**config.mk**
```make
export PLATFORM = sky130hd
export DESIGN_NAME = ripple_count_monitor
export DESIGN_NICKNAME = d
export VERILOG_FILES = /design/src/rtl/ripple_mon_pkg.sv /design/src/rtl/sync_2ff.sv /design/src/rtl/ripple_count_monitor.sv
export SDC_FILE = /design/constraint.sdc
export NUM_CORES = 1
export LEC_CHECK = 0
export BUFFER_PORTS_ARGS = -buffer_cell sky130_fd_sc_hd__buf_2
export CORE_MARGIN = 2
export CORE_UTILIZATION = 25
export DETAILED_ROUTE_END_ITERATION = 7
export SYNTH_ARGS = -nofsm -noshare
export SYNTH_HDL_FRONTEND = slang
export SYNTH_SLANG_ARGS = --single-unit
```
**constraint.sdc**
```tcl
create_clock -name clk -period 5.6 [get_ports clk]
set_clock_uncertainty 0.15 [all_clocks]
set_input_delay 0.84 -clock clk [delete_from_list [all_inputs] [get_ports clk]]
set_output_delay 0.84 -clock clk [all_outputs]
set_load 0.005 [all_outputs]
```
**src/rtl/ripple_mon_pkg.sv**
```systemverilog
// Shared definitions for the ripple counter monitor.
// Latency: n/a (types, constants and a pure function only).
// Backpressure: n/a.
package ripple_mon_pkg;

  localparam int CNT_W = 4;
  localparam logic [CNT_W-1:0] CNT_MAX = 4'hF;

  typedef logic [CNT_W-1:0] cnt_t;

  // Modulo-16 successor of a counter value.
  function automatic cnt_t cnt_next(input cnt_t v);
    return (v == CNT_MAX) ? cnt_t'(0) : cnt_t'(v + cnt_t'(1));
  endfunction

endpackage

```
**src/rtl/sync_2ff.sv**
```systemverilog
// Two-flop synchroniser for a bus that is only sampled after it has settled.
// Latency: 2 clk edges from d to q.
// Backpressure: none; free-running every edge.
//
// Ports:
//   clk   - sampling clock
//   reset - asynchronous, active-high; clears both stages
//   d     - asynchronous input bus
//   q     - synchronised output (second stage)
module sync_2ff #(
  parameter int WIDTH = 1
) (
  input  logic             clk,
  input  logic             reset,
  input  logic [WIDTH-1:0] d,
  output logic [WIDTH-1:0] q
);

  logic [WIDTH-1:0] s1;

  always_ff @(posedge clk or posedge reset) begin
    if (reset) begin
      s1 <= '0;
      q  <= '0;
    end else begin
      s1 <= d;
      q  <= s1;
    end
  end

endmodule

```
**src/rtl/ripple_count_monitor.sv**
```systemverilog
// Resynchronises a settling ripple-counter bus, accepts stable new values and extends them with a wrap count.
// Latency: STABLE_CYCLES+3 clk edges from first sample of a new stable input to out_valid/out_value.
// Backpressure: single-entry output register; an unconsumed value is overwritten (newest wins) and overrun latches.
//
// Ports:
//   clk        - system clock, all state on rising edge
//   reset      - asynchronous, active-high
//   cnt_in     - raw 4-bit ripple-counter value, asynchronous to clk
//   out_ready  - consumer accepts out_value when high together with out_valid
//   out_valid  - out_value holds an unconsumed accepted value
//   out_value  - {wrap_count, accepted 4-bit value}, EXT_WIDTH bits
//   wrap_pulse - one-cycle pulse coincident with the load of a wrapped value
//   overrun    - sticky: a value was overwritten before consumption
//   seq_err    - sticky: an accepted value was not the successor of the previous one
//                (present only when RIPPLE_MON_SEQ_CHECK_EN is defined)
//
// Optional feature macro: RIPPLE_MON_SEQ_CHECK_EN
module ripple_count_monitor
  import ripple_mon_pkg::*;
#(
  parameter int STABLE_CYCLES = 2,   // legal range 2..15
  parameter int EXT_WIDTH     = 12   // minimum 5
) (
  input  logic                 clk,
  input  logic                 reset,
  input  logic [CNT_W-1:0]     cnt_in,
  input  logic                 out_ready,
  output logic                 out_valid,
  output logic [EXT_WIDTH-1:0] out_value,
  output logic                 wrap_pulse,
  output logic                 overrun
`ifdef RIPPLE_MON_SEQ_CHECK_EN
  ,
  output logic                 seq_err
`endif
);

  localparam int WRAP_W = EXT_WIDTH - CNT_W;
  localparam logic [3:0] STAB_TGT = 4'(STABLE_CYCLES);

  cnt_t              s2;
  cnt_t              cand;
  cnt_t              committed;
  logic [3:0]        stab;
  logic [WRAP_W-1:0] wrap_count;
  logic [WRAP_W-1:0] wrap_next;
  logic              accept;
  logic              is_wrap;

  sync_2ff #(
    .WIDTH(CNT_W)
  ) u_sync (
    .clk  (clk),
    .reset(reset),
    .d    (cnt_in),
    .q    (s2)
  );

  // Accept uses the registered filter state, so a value that reached the
  // stability target is taken even if s2 moves on during the same edge.
  assign accept    = (stab == STAB_TGT) && (cand != committed);
  // Any backwards step means the counter passed through 0 (possibly skipping it).
  assign is_wrap   = (cand < committed);
  assign wrap_next = is_wrap ? wrap_count + WRAP_W'(1) : wrap_count;

  always_ff @(posedge clk or posedge reset) begin
    if (reset) begin
      cand       <= '0;
      stab       <= '0;
      committed  <= '0;
      wrap_count <= '0;
      out_valid  <= 1'b0;
      out_value  <= '0;
      wrap_pulse <= 1'b0;
      overrun    <= 1'b0;
    end else begin
      // Stability filter: restart the count on any change, saturate at target.
      if (s2 != cand) begin
        cand <= s2;
        stab <= 4'd1;
      end else if (stab != STAB_TGT) begin
        stab <= stab + 4'd1;
      end

      wrap_pulse <= accept && is_wrap;

      if (accept) begin
        committed  <= cand;
        wrap_count <= wrap_next;
        out_value  <= {wrap_next, cand};
        out_valid  <= 1'b1;
        // A same-edge handshake consumes the old value, so only a stalled
        // consumer counts as an overwrite.
        if (out_valid && !out_ready) begin
          overrun <= 1'b1;
        end
      end else if (out_valid && out_ready) begin
        out_valid <= 1'b0;
      end
    end
  end

`ifdef RIPPLE_MON_SEQ_CHECK_EN
  always_ff @(posedge clk or posedge reset) begin
    if (reset) begin
      seq_err <= 1'b0;
    end else if (accept && (cand != cnt_next(committed))) begin
      seq_err <= 1'b1;
    end
  end
`endif

endmodule

```
### Yosys cells after proc, flatten, opt, wreduce, memory -nomap -nowiden

Cells that the tools add are included.

| operators by class | value |
|---|---|
| multiplexer cells | 5 |
| $lt $le $gt $ge | 1 |
| reduce and logical (&&, ||, !) cells | 8 |
| eq/ne operators | 4 |
| $add $sub $neg | 2 |

Operators with widths:

| cell | number |
|---|---|
| $add 8x1->8 const B | 1 |
| $mux 4 | 2 |
| $mux 8 | 1 |
| $ne 4x4->1 | 2 |
| $add 4x1->4 const B | 1 |
| $eq 4x2->1 const B | 1 |
| $logic_and 1x1->1 | 4 |
| $lt 4x4->1 | 1 |
| $ne 4x2->1 const B | 1 |
| $reduce_bool 2->1 | 2 |
| $mux 1 | 2 |
| $reduce_and 2->1 | 1 |
| $logic_not 1->1 | 1 |

| word-level totals | value |
|---|---|
| logic and storage cells | 30 |
| bits in registers | 43 |
| bits of input ports | 7 |

### Logic depth before layout (Yosys ltp)

Gate-level depths: netlist of the first run.

| depth | value |
|---|---|
| depth in word-level cells | 3 |
| depth in mapped cells | 7 |
| gate-level depth less buffers | 6 |

### Modules after synthesis

From an unflattened synthesis of the first run, not the netlist that was laid out.

| second synthesis, totals | value |
|---|---|
| cell total of the unflattened synthesis | 106 |
| area, all modules | 1,316.3 µm² |

By module, submodules not included:

| module | cells an instance | instances | sequential area each (µm²) | area each (µm²) |
|---|---|---|---|---|
| ripple_count_monitor | 97 | 1 | 575.6 | 1,112.3 |
| sync_2ff | 9 | 1 | 200.2 | 203.9 |

### Least setup slack after synthesis of the first run

Ideal clock, no wire load.

| timing | value |
|---|---|
| kind | register to register |
| start point | reg stab[0] |
| end point | reg out_value[5] |
| setup time | 0.125 ns |
| path slack | 3.829 ns |
| path buffers | 1 |
| period minus slack after synthesis | 1.771 ns |
| cell stages (with the launch flop) | 7 |
| data arrival time | 1.496 ns |
| path through | dfrtp_1 inv_1 ha_1 nor3b_4 o211a_1 buf_6 mux2_2 |

| on the way | value |
|---|---|
| longest elaborated chain between the ends | 2 |

Ends and longest elaborated chain:

| element | line | source |
|---|---|---|
| from (decl) | ripple_count_monitor.sv:44 | `logic [3:0] stab;` |
| from (signal assigned) | ripple_count_monitor.sv:82 | `stab <= stab + 4'd1;` |
| $eq 4x2->1 | ripple_count_monitor.sv:61 | `assign accept = (stab == STAB_TGT) && (cand != committed);` |
| $logic_and 1x1->1 | ripple_count_monitor.sv:61 |  |
| to (signal assigned) | ripple_count_monitor.sv:90 | `out_value <= {wrap_next, cand};` |
| to (decl) | ripple_count_monitor.sv:29 | `output logic [EXT_WIDTH-1:0] out_value,` |

Every way passes these cells.
A chain may end at the register's enable or synchronous reset.

### Final worst setup path of the first run

Same ends and word-level chain as after synthesis.

==> results of run 1 <==
## worst max-delay path, delay by kind of cell, from the launching register on
family | cells | cell delay, ns
compound gates | 1 | 0.45
fa+ha+maj | 1 | 0.15
buf+inv | 1 | 0.10
flops | 1 | 0.40
mux | 1 | 0.38
simple gates | 1 | 0.30
## per-stage QoR
step                worst slack (ns)  power (mW)  std cells  utilization [%]
floorplan                      3.829      0.2673         97                -
global placement               3.632      0.2773        183            28.76
detailed placement             3.546      0.2806        183            28.76
CTS                            3.539      0.5047        191            31.09
global route                   3.401      0.5195        191            31.09
finish                         3.557      0.4959        191            31.09
## cells in the final DEF (no fill, tap or decap), types with 2 or more instances in the layout
cell / Yosys / routed
buf_2: 0 / 21
nand2b_1: 2 / 2
nand3_1: 4 / 4
mux2_2: 4 / 4
xnor2_1: 12 / 12
nand2_1: 4 / 4
dfrtp_1: 31 / 31
nor2_1: 3 / 3
a21oi_1: 2 / 2
inv_1: 6 / 6
clkbuf_8: 0 / 6
ha_1: 7 / 7
xor2_1: 2 / 2
and3_1: 2 / 2
nand4_1: 2 / 2
## flip-flops by register name, summed over array words and instances, names as in the netlist
register,count
cand,4
out_valid,1
out_value,12
overrun,1
stab,4
u_sync.q,4
u_sync.s1,4
wrap_pulse,1
## metal layers
layer | vias up | global-route usage [%] | part of all wire, %
li1 | 366 | - | -
met1 | 375 | 11.10 | 43
met2 | 21 | 13.04 | 49
met3 | 3 | 3.175 | 6.7
met4 | 0 | 3.509 | 0.87
met5 | - | 0 | 0
## worst max path at each step
stage,from,to,depth (start not counted)
floorplan,stab[0],out_value[5],6
global placement,reset,stab[3],2
detailed placement,reset,stab[0],2
CTS,stab[0],out_value[5],5
global route,stab[0],out_value[5],5
finish,stab[0],out_value[5],5
## power by group through the flow
stage               logic (mW)  clock network [mW]  registers, mW
floorplan               0.0224                   0          0.245
global placement        0.0318                   0          0.246
detailed placement      0.0343                   0          0.246
CTS                     0.0343               0.228          0.242
global route            0.0389               0.237          0.243
finish                  0.0333               0.221          0.242
## logic make-up (layout without fill, tap and decap cells)
kind of cell / count (synthesis) / count (layout)
AO/OA/AOI/OAI: 6 / 6
XOR/XNOR: 14 / 14
adder cells (fa/ha/maj): 7 / 7
buffers and inverters: 11 / 35
flip-flops: 31 / 31
multiplexers: 4 / 4
AND/OR/NAND/NOR: 24 / 24
## cell type report
cell class | instances | share of cell area (%)
tap | 70 | 5.587
timing repair buffer | 21 | 6.704
sequential | 31 | 49.48
multi-input combinational | 55 | 29.29
clock buffer | 6 | 5.267
clock inverter | 2 | 2.235
inverter | 6 | 1.437
==> implementation parameters, run 1 <==
Parameter                              Value

Hold path
  Worst Hold Path EP ... u_sync.q[3]
  Worst min path class ... flip-flop to flip-flop
  Worst Hold Launch ... u_sync.s1[3]
  Depth of the worst hold-timing path ... 0

Power
  Power dissipated by switching net loads ... 0.1022 mW
  Power density cells ... 316.3 nW/um^2
  Int Pwr ... 0.3937 mW
  Combinational fraction of design power ... 6.7%
  Leakage power ... 0.7957 nW
  Sw frac ... between 20% and 30%
  Sequential cell fraction of total power ... 48.8%
  Clock group share of total power ... 44.5%
  Worst supply voltage drop on vdd ... 0.1329 mV

Global routing
  Pin count of the biggest net entering global routing ... 32
  Vias in the first global route ... 796
  Antenna violations before repair ... 0
  Leftover overflow at the end of global routing ... 0
  GR Util All Layers ... under 10%
  Wire length of the first global-routing pass ... between 3000 and 4000 um

Floorplan
  Area of the die ... 5724 um^2
  Number of standard-cell rows in the floorplan ... 26
  Starting utilization of the core area ... between 20% and 30%
  Area of the core region ... 5042 um^2
  I/O pin cnt ... 22
  Die width ... 75.66 um
  Vert. Die Dim ... 75.66 um

Timing
  Final-layout worst hold slack ... 0.1994 ns
  Final setup violation count ... 0
  Unrepaired setup endpoints after global routing ... no
  Final-layout setup total negative slack ... 0 ns
  Highest attainable clock frequency ... roughly 490 MHz
  Max-slew violation total from the final report ... 0
  Crit share post-route ... 36.48%
  Final Hold Fails ... 0
  Headroom to the max-slew limit ... 25.81%
  Final critical path time including I/O delays and setup ... 2.043 ns
  Transition at the pin with the smallest max-transition slack ... 1.112 ns

Run
  Total of max-cap violations ... 0

Synth
  Number of synthesized flops with an enable pin ... 0
  Most frequent cell after synthesis ... dfrtp_1
  Synthesized Nets ... 111
  Cell type contributing the most total cell area after synthesis ... dfrtp_1
  Cell area after synthesis ... between 1000 and 1500 um^2
  Sequential area share after synthesis ... 60.43%
  Synth unique cells ... 26
  Basic-gate share of the synthesized area counting and, or, nand and nor cells ... between 10% and 20%
  Area contributors post-synth ... dfrtp_1 (60%), xnor2_1 (8.2%), ha_1 (6.8%), mux2_2 (3.5%), inv_1 (1.8%)
  Synthesized flop and latch total ... 31
  Main combinational cell family by area after synthesis ... simple AND/OR/NAND/NOR gates
  Post-synth top area share ... 60.43%
  Average cell area after synthesis ... around 13 um^2
  Share of flip-flops with an asynchronous set or reset ... 100.0%
  Synth Area in XOR/XNOR ... a little under a tenth
  Number of instances in the synthesized netlist ... 97
  Synth Flop Type ... dfrtp_1
  Multiplexer area fraction after synthesis ... approximately 3.5%
  Compound-cell area share of the yosys netlist ... 3.119%
  Most instantiated cells after synthesis ... dfrtp_1 (31), xnor2_1 (12), ha_1 (7)
  YS warnings ... 0
  Post-synthesis adder-cell area fraction ... 6.823%

Worst setup path
  Critical Path Source Type ... flip-flop
  Biggest fanout along the worst timing path ... 9
  Critical path required time ... 5.61 ns
  Launching point of the worst reg2reg path ... stab[0]
  Library cell contributing the largest single delay on the critical path ... o211a_1
  Arrival time worst endpoint ... 2.05 ns
  Kind of critical path ... flip-flop to flip-flop
  Element type at the critical path end ... flip-flop
  Flop-to-flop setup slack ... 3.56 ns
  Capture instance of the worst register-to-register path ... out_value[5]
  Sequence of cells on the critical path ... inv_1 > ha_1 > nor3b_4 > o211a_1 > mux2_2
  Highest cell delay on the worst timing path ... around 0.45 ns
  Count of cells along the worst register-to-register path ... 5

Final layout
  Number of diodes ... 0
  Layout net count ... approximately 130
  Layout filler cell count ... 517
  Multi-input gate area ... 459.2 um^2
  Total area of sequential cells ... 775.7 um^2
  Final standard cell area without fillers ... 1568 um^2
  Area Growth Syn to Fin ... 22.12%
  Share of layout cells above drive strength 1 ... 29.75%

Placed design
  Post-DP HPWL ... 1573 um
  Port Buffer Count ... 21
  Cell area after placement ... 1450 um^2
  RePlAce Congestion ... 0.7706

Clock tree
  Count of clock tree sinks ... 31
  Number of levels in the clock H-tree ... 2
  Post-CTS clock slew at the launch and capture registers of the worst setup and hold paths ... 0.06 ns
  Setup Buffers After CTS ... 0
  CTS Hold Buffers Added ... 0
  Number of gates resized after CTS ... 0
  CTS tree ... yes
  Clock Tree Buf Depth ... 2
  Clock latency on the worst-skew pair ... approximately 0.27 ns
  CTS root buf ... clkbuf_8
  Number of buffers created by CTS ... 5

Drt
  Remaining antenna violation count after routing ... 0
  Vias/cell ... 4.005
  First drt pass iteration count ... 4
  Drt drc ... 0
  Routed length per instance ... roughly 11 um
  Via Count ... between 700 and 800
  Violation count after the first detailed-route iteration ... 26
  Total wire length after detailed routing ... 2073 um

Status
  Result of the run ... finished, final reports clean
(Power assumes the default switching activity.)
==> inputs of run 2 (changes only) <==
--- a/config.mk
+++ b/config.mk
@@ -5,6 +5,7 @@
 export SDC_FILE = /design/constraint.sdc
 export NUM_CORES = 1
 export LEC_CHECK = 0
+export ABC_AREA = 1
 export BUFFER_PORTS_ARGS = -buffer_cell sky130_fd_sc_hd__buf_2
 export CORE_MARGIN = 2
 export CORE_UTILIZATION = 25
==> constraint.sdc (replaced) <==
create_clock -name clk -period 1.97 [get_ports clk]
set_clock_uncertainty 0.15 [all_clocks]
set_input_delay 0.2955 -clock clk [delete_from_list [all_inputs] [get_ports clk]]
set_output_delay 0.2955 -clock clk [all_outputs]
set_load 0.005 [all_outputs]
==> run 2 against run 1 <==
  * Non-clock buffer count grew 7
  * Cell count grew 33%
  * Register-to-register slack lost 3.3 ns
  * Via count grew 34%
  * Die area grew 10%
  * Area after synthesis grew 11%
  * Clock-buffer cell count is the same
  * Sequential power grew to 2.8 times the previous value
  * Total power grew to 3.2 times the previous value
==> implementation parameters, run 2 <==
Parameter                              Value

Final layout
  Layout filler cell count ... 595
  Share of layout cells above drive strength 1 ... 19.78%
  Non-filler cells in the finished layout ... 254
  Multi-input gate area ... 546.8 um^2
  Layout net count ... 195
  Top library cells by usage in the layout, fill and taps aside ... nand2_1 (43), dfrtp_1 (31), buf_2 (21), inv_1 (20)
  Number of diodes ... 0
  Flip-flop count of the largest register after layout ... 12
  Final standard cell area without fillers ... ~1800 um^2
  Register name with the most flops ... out_value
  Total area of sequential cells ... about 780 um^2
  Most common cell after layout, fill and taps aside ... nand2_1
  Area Growth Syn to Fin ... 25.75%
  Core Util, Final ... 32.52%

Global routing
  Pin count of the biggest net entering global routing ... 32
  Wire length of the first global-routing pass ... approximately 4400 um
  Vias in the first global route ... 973
  Antenna violations before repair ... 0
  Leftover overflow at the end of global routing ... 0
  GR Util All Layers ... 9.043%

Timing
  Unrepaired setup endpoints after global routing ... no
  Final setup violation count ... 0
  Final-layout setup total negative slack ... 0 ns
  Crit share post-route ... 86.70%
  Final critical path time including I/O delays and setup ... roughly 1.7 ns
  Transition at the pin with the smallest max-transition slack ... 0.3921 ns
  Headroom to the max-slew limit ... 73.86%
  Final Hold Fails ... 0
  Max-slew violation total from the final report ... 0
  Highest attainable clock frequency ... about 590 MHz

Hold path
  Worst Hold Path EP ... out_valid
  Depth of the worst hold-timing path ... 4
  Worst min path class ... primary input to flip-flop
  Worst Hold Launch ... out_ready

Worst setup path
  Critical Path Source Type ... flip-flop
  Arrival time worst endpoint ... 1.73 ns
  Element type at the critical path end ... flip-flop
  Capture instance of the worst register-to-register path ... out_value[10]
  Critical path required time ... between 1.5 and 2 ns
  Biggest fanout along the worst timing path ... 18
  Flop-to-flop setup slack ... 0.26 ns
  Kind of critical path ... flip-flop to flip-flop
  Count of cells along the worst register-to-register path ... 8
  Launching point of the worst reg2reg path ... out_value[3]

Drt
  Drt drc ... 0
  Via Count ... 1023
  Violation count after the first detailed-route iteration ... 67
  Total wire length after detailed routing ... 2479 um
  Vias/cell ... just over 4
  Remaining antenna violation count after routing ... 0
  Routed length per instance ... slightly below 10 um
  First drt pass iteration count ... 5

Synth
  Cell type contributing the most total cell area after synthesis ... dfrtp_1
  Cell area after synthesis ... 1424 um^2
  Synth Flop Type ... dfrtp_1
  Number of synthesized flops with an enable pin ... 0
  Synth unique cells ... 23
  Synthesized Nets ... between 150 and 200
  Area contributors post-synth ... dfrtp_1 (54%), nand2_1 (11%), ha_1 (6.2%), inv_1 (5.3%), xor2_1 (4.3%)
  Most frequent cell after synthesis ... nand2_1
  Average cell area after synthesis ... approximately 9.4 um^2
  Share of flip-flops with an asynchronous set or reset ... 100.0%
  Sequential area share after synthesis ... 54.48%
  Post-synth top area share ... 54.48%
  YS warnings ... 0
  Most instantiated cells after synthesis ... nand2_1 (43), dfrtp_1 (31), inv_1 (20)
  Synthesized flop and latch total ... 31
  Number of instances in the synthesized netlist ... 151

Power
  Clock group share of total power ... 46.9%
  Worst supply voltage drop on vdd ... 0.4132 mV
  Sequential cell fraction of total power ... between 40 and 50%
  Combinational fraction of design power ... a little under a tenth
  Int Pwr ... between 1 and 1.5 mW
  Sw frac ... between 20% and 30%
  Power density cells ... 876.2 nW/um^2
  Power dissipated by switching net loads ... 0.3338 mW
  Leakage power ... ~0.95 nW
  Tot Pwr ... 1.569 mW

Floorplan
  Area of the core region ... 5507 um^2
  Starting utilization of the core area ... 25.86%
  Vert. Die Dim ... 79.47 um
  Area of the die ... 6315 um^2
  Die width ... 79.47 um
  Number of standard-cell rows in the floorplan ... 27
  I/O pin cnt ... 22

Status
  Result of the run ... finished, final reports clean

Placed design
  Post-DP HPWL ... 1756 um
  Total instance count after detailed placement ... 241
  RePlAce Congestion ... 0.7502
  Cell area after placement ... about 1600 um^2
  Port Buffer Count ... 21

Clock tree
  Clock latency on the worst-skew pair ... 0.28 ns
  Number of buffers created by CTS ... 5
  Setup Buffers After CTS ... 0
  Post-CTS clock slew at the launch and capture registers of the worst setup and hold paths ... 0.06 ns
  Clock Tree Buf Depth ... 2
  CTS root buf ... clkbuf_8
  Number of levels in the clock H-tree ... 2
  CTS tree ... yes
  Number of gates resized after CTS ... 0
  Count of clock tree sinks ... 31

Run
  Total of max-cap violations ... 0
run 2: changes by cell type after synthesis, sizes merged, moves of 2 or more:
cell,change
and3,-2
inv,+14
mux2,-4
nand2,+41
nand2b,-2
nand3,+3
nand3b,+4
nand4,-2
nor2,+7
nor3b,-2
o21ai,+4
xnor2,-11
xor2,+5
run 2: timing repair:
action                                  CTS  global route
hold buffers                              5             0
endpoints found under the hold margin    35             0
endpoints found under the setup margin    0             0
run 2: area by class of cell:
type,count,area share (%)
Sequential cell,31,43.33
Multi-Input combinational cell,95,30.54
Timing Repair Buffer,28,9.504
Tap cell,72,5.031
Inverter,20,4.193
Clock buffer,6,4.053
Clock inverter,2,3.354
run 2: how the worst max path moves through the flow:
stage	start	to	slack, ns
finish	out_value[3]	out_value[10]	0.26
global route	out_value[3]	out_value[4]	0.07
CTS	out_value[3]	out_value[10]	0.23
detailed placement	out_value[3]	out_value[10]	0.25
global placement	out_value[3]	out_value[10]	0.26
floorplan	out_value[3]	out_value[8]	0.39
run 2: kinds of logic (layout without fill, tap and decap cells):
logic type                 count (synthesis)  after routing  synth area share (%)
xor gates and xnor gates                   8              8                 4.921
DFF                                       31             31                 54.48
and+or+nand+nor                           70             70                 22.58
adders and majority gates                  7              7                 6.151
AOI/OAI and AO/OA                         10             10                 4.746
buffers and inverters                     25             56                 7.117
run 2: power by group through the flow:
stage / logic (mW) / registers [mW] / clock network [mW]
floorplan: 0.0949 / 0.697 / 0
global placement: 0.142 / 0.699 / 0
detailed placement: 0.143 / 0.700 / 0
CTS: 0.151 / 0.688 / 0.753
global route: 0.174 / 0.691 / 0.787
finish: 0.146 / 0.686 / 0.736
run 2: worst max-delay path, cell delays in order (launching register included):
cell and delay [ns]:
dfrtp_1 0.35, inv_1 0.06, ha_1 0.31, nand2_1 0.11, nor2_2 0.09, nor2_8 0.22, nand2_2 0.17, nand2_1 0.09
nand2_1 0.05
run 2: routing by layer:
| metal | vias to the layer above | share of wire, % | wire length, um | track usage, % |
|---|---|---|---|---|
| met1 | 475 | 48 | 1180 | 11.32 |
| met4 | 0 | 0.81 | 20 | 4.138 |
| met2 | 22 | 47 | 1154 | 13.78 |
| met5 | - | 0 | 0 | 0 |
| li1 | 524 | - | - | - |
| met3 | 2 | 5.0 | 124 | 3.394 |
run 2: stage by stage:
step | setup slack [ns] | hold slack (ns)
finish | 0.2621 | 0.1595
global route | 0.07340 | 0.2129
CTS | 0.2338 | 0.1519
detailed placement | 0.2508 | 0.1858
global placement | 0.2638 | 0.1812
floorplan | 0.3853 | 0.1769
==> inputs of run 3 (changes only) <==
==> constraint.sdc (replaced) <==
create_clock -name clk -period 1.5 [get_ports clk]
set_clock_uncertainty 0.15 [all_clocks]
set_input_delay 0.225 -clock clk [delete_from_list [all_inputs] [get_ports clk]]
set_output_delay 0.225 -clock clk [all_outputs]
set_load 0.005 [all_outputs]
==> run 3 against run 2 <==
  * Flip-flop and latch count stayed put
  * Cell area is 14% higher
  * The flow now finishes with violations (setup timing)
  * Combinational power is 130% higher
  * Largest power group unchanged
  * Highest routed layer unchanged
==> implementation parameters, run 3 (synthesized netlist as in run 2, its figures left out) <==
Parameter                              Value

Placed design
  Post-DP HPWL ... 1836 um
  Cell area after placement ... between 1500 and 2000 um^2
  Total instance count after detailed placement ... 258
  RePlAce Congestion ... 0.7546
  Placement Setup Slack ... -0.08660 ns
  Port Buffer Count ... 21

Final layout
  Most common cell after layout, fill and taps aside ... nand2_1
  Final standard cell area without fillers ... 2048 um^2
  Share of layout cells above drive strength 1 ... around a third
  Layout filler cell count ... approximately 570
  Core Util, Final ... 37.20%
  Number of diodes ... 0
  Layout net count ... 214
  Non-filler cells in the finished layout ... 273
  Area Growth Syn to Fin ... 43.85%
  Flip-flop count of the largest register after layout ... 12
  Register name with the most flops ... out_value
  Top library cells by usage in the layout, fill and taps aside ... nand2_1 (38), dfrtp_1 (31), buf_2 (21), buf_4 (19), inv_1 (16)

Run
  Total of max-cap violations ... 0

Timing
  Final Hold Fails ... 0
  Unrepaired setup endpoints after global routing ... yes
  Final setup violation count ... 11
  Final critical path time including I/O delays and setup ... 1.534 ns
  Final-layout setup total negative slack ... -0.2104 ns
  Max-slew violation total from the final report ... 0
  Headroom to the max-slew limit ... 74.20%
  Setup slack after layout ... -0.03433 ns
  Highest attainable clock frequency ... 651.8 MHz
  Crit share post-route ... 102.3%
  Transition at the pin with the smallest max-transition slack ... 0.3870 ns

Drt
  Violation count after the first detailed-route iteration ... between 50 and 60
  First drt pass iteration count ... 4
  Vias/cell ... 4.040
  Via Count ... 1103
  Drt drc ... 0
  Routed length per instance ... 10.14 um
  Remaining antenna violation count after routing ... 0
  Total wire length after detailed routing ... 2769 um

Worst setup path
  Biggest fanout along the worst timing path ... 7
  Critical Path Source Type ... flip-flop
  Element type at the critical path end ... flip-flop
  Critical path required time ... 1.52 ns
  Kind of critical path ... flip-flop to flip-flop
  Arrival time worst endpoint ... 1.56 ns

Floorplan
  I/O pin cnt ... 22
  Starting utilization of the core area ... between 20 and 30%
  Vert. Die Dim ... 79.47 um
  Area of the core region ... ~5500 um^2
  Area of the die ... 6315 um^2
  Die width ... roughly 80 um
  Number of standard-cell rows in the floorplan ... 27

Power
  Leakage power ... 1.084 nW
  Power density cells ... between 1000 and 1500 nW/um^2
  Worst supply voltage drop on vdd ... 0.5851 mV

Clock tree
  CTS root buf ... clkbuf_8
  Count of clock tree sinks ... 31
  CTS tree ... yes
  Clock Tree Buf Depth ... 2
  Number of levels in the clock H-tree ... 2
  Clock latency on the worst-skew pair ... around 0.28 ns
  Number of buffers created by CTS ... 5
  Post-CTS clock slew at the launch and capture registers of the worst setup and hold paths ... approximately 0.060 ns

Global routing
  Vias in the first global route ... around 1100
  GR Util All Layers ... 9.837%
  Antenna violations before repair ... 0
  Pin count of the biggest net entering global routing ... 32
  Wire length of the first global-routing pass ... 4712 um
  Leftover overflow at the end of global routing ... 0

Status
  Result of the run ... finished, violations left
  Violations in the final reports ... setup timing

Hold path
  Worst min path class ... primary input to flip-flop
run 3: changes by cell type in the layout (fill, tap and decap cells not counted), moves of 2 or more:
cell,before,now
buf_4,2,19
nand2_1,43,38
nand2_4,0,5
ha_1,7,3
ha_4,0,4
inv_1,20,16
inv_2,0,4
buf_6,0,2
nor2_4,0,2
run 3: cell type report:
class	instances	area [um^2]	share of cell area, %
timing repair buffer	47	320.3	15.64
multi-input combinational	95	654.4	31.95
clock inverter	2	60.06	2.932
sequential	31	775.7	37.87
clock buffer	6	72.57	3.543
tap	72	90.09	4.398
inverter	20	75.07	3.665
run 3: worst max-delay path, cell delays in order, from the launching register on:
cell and delay (ns):
dfrtp_1 0.41, ha_4 0.30, nand2_4 0.06, nor2_4 0.16, nor2_8 0.07, buf_6 0.12
a31o_1 0.16
run 3: stage by stage:
step / hold WS (ns) / power, mW
final: 0.1036 / 2.216
after global routing: 0.1357 / 2.330
after CTS: 0.1105 / 2.199
after detailed placement: 0.1767 / 1.164
after global placement: 0.1715 / 1.162
after floorplan: 0.1064 / 1.053
run 3: layer usage:
layer	vias up	GRT usage (%)	wire length, um
li1	569	-	-
met1	508	11.25	1236
met2	21	16.64	1365
met3	5	3.054	119
met4	0	4.655	47
met5	-	0	0
run 3: worst paths after layout:
| check | startpoint | to | slack, ns | cells past startpoint |
|---|---|---|---|---|
| min | out_ready | out_valid | 0.10 | 4 |
| max reg2reg | cand[3] | overrun | -0.03 | 6 |
| min reg2reg | u_sync.s1[2] | u_sync.q[2] | 0.20 | 0 |
| min in group asynchronous | reset | u_sync.s1[2] | 0.41 | 4 |
| max | cand[3] | overrun | -0.03 | 6 |
| max in group asynchronous | reset | out_value[6] | 0.51 | 4 |
run 3: report_power, final:
group	leakage [nW]	internal, mW	switching, mW	total (mW)
combinational	0.619	0.174	0.167	0.341
sequential	0.399	0.875	0.0288	0.904
clock	0.0654	0.664	0.307	0.971
total	1.08	1.71	0.503	2.22
run 3: what timing repair did:
action | 4_1_cts | 5_1_grt
endpoints found under the hold margin | 35 | 0
hold buffers | 5 | 0
endpoints found under the setup margin | 13 | 14
setup buffers | 1 | 1
resized for setup | 9 | 11
pin swaps | 5 | 3
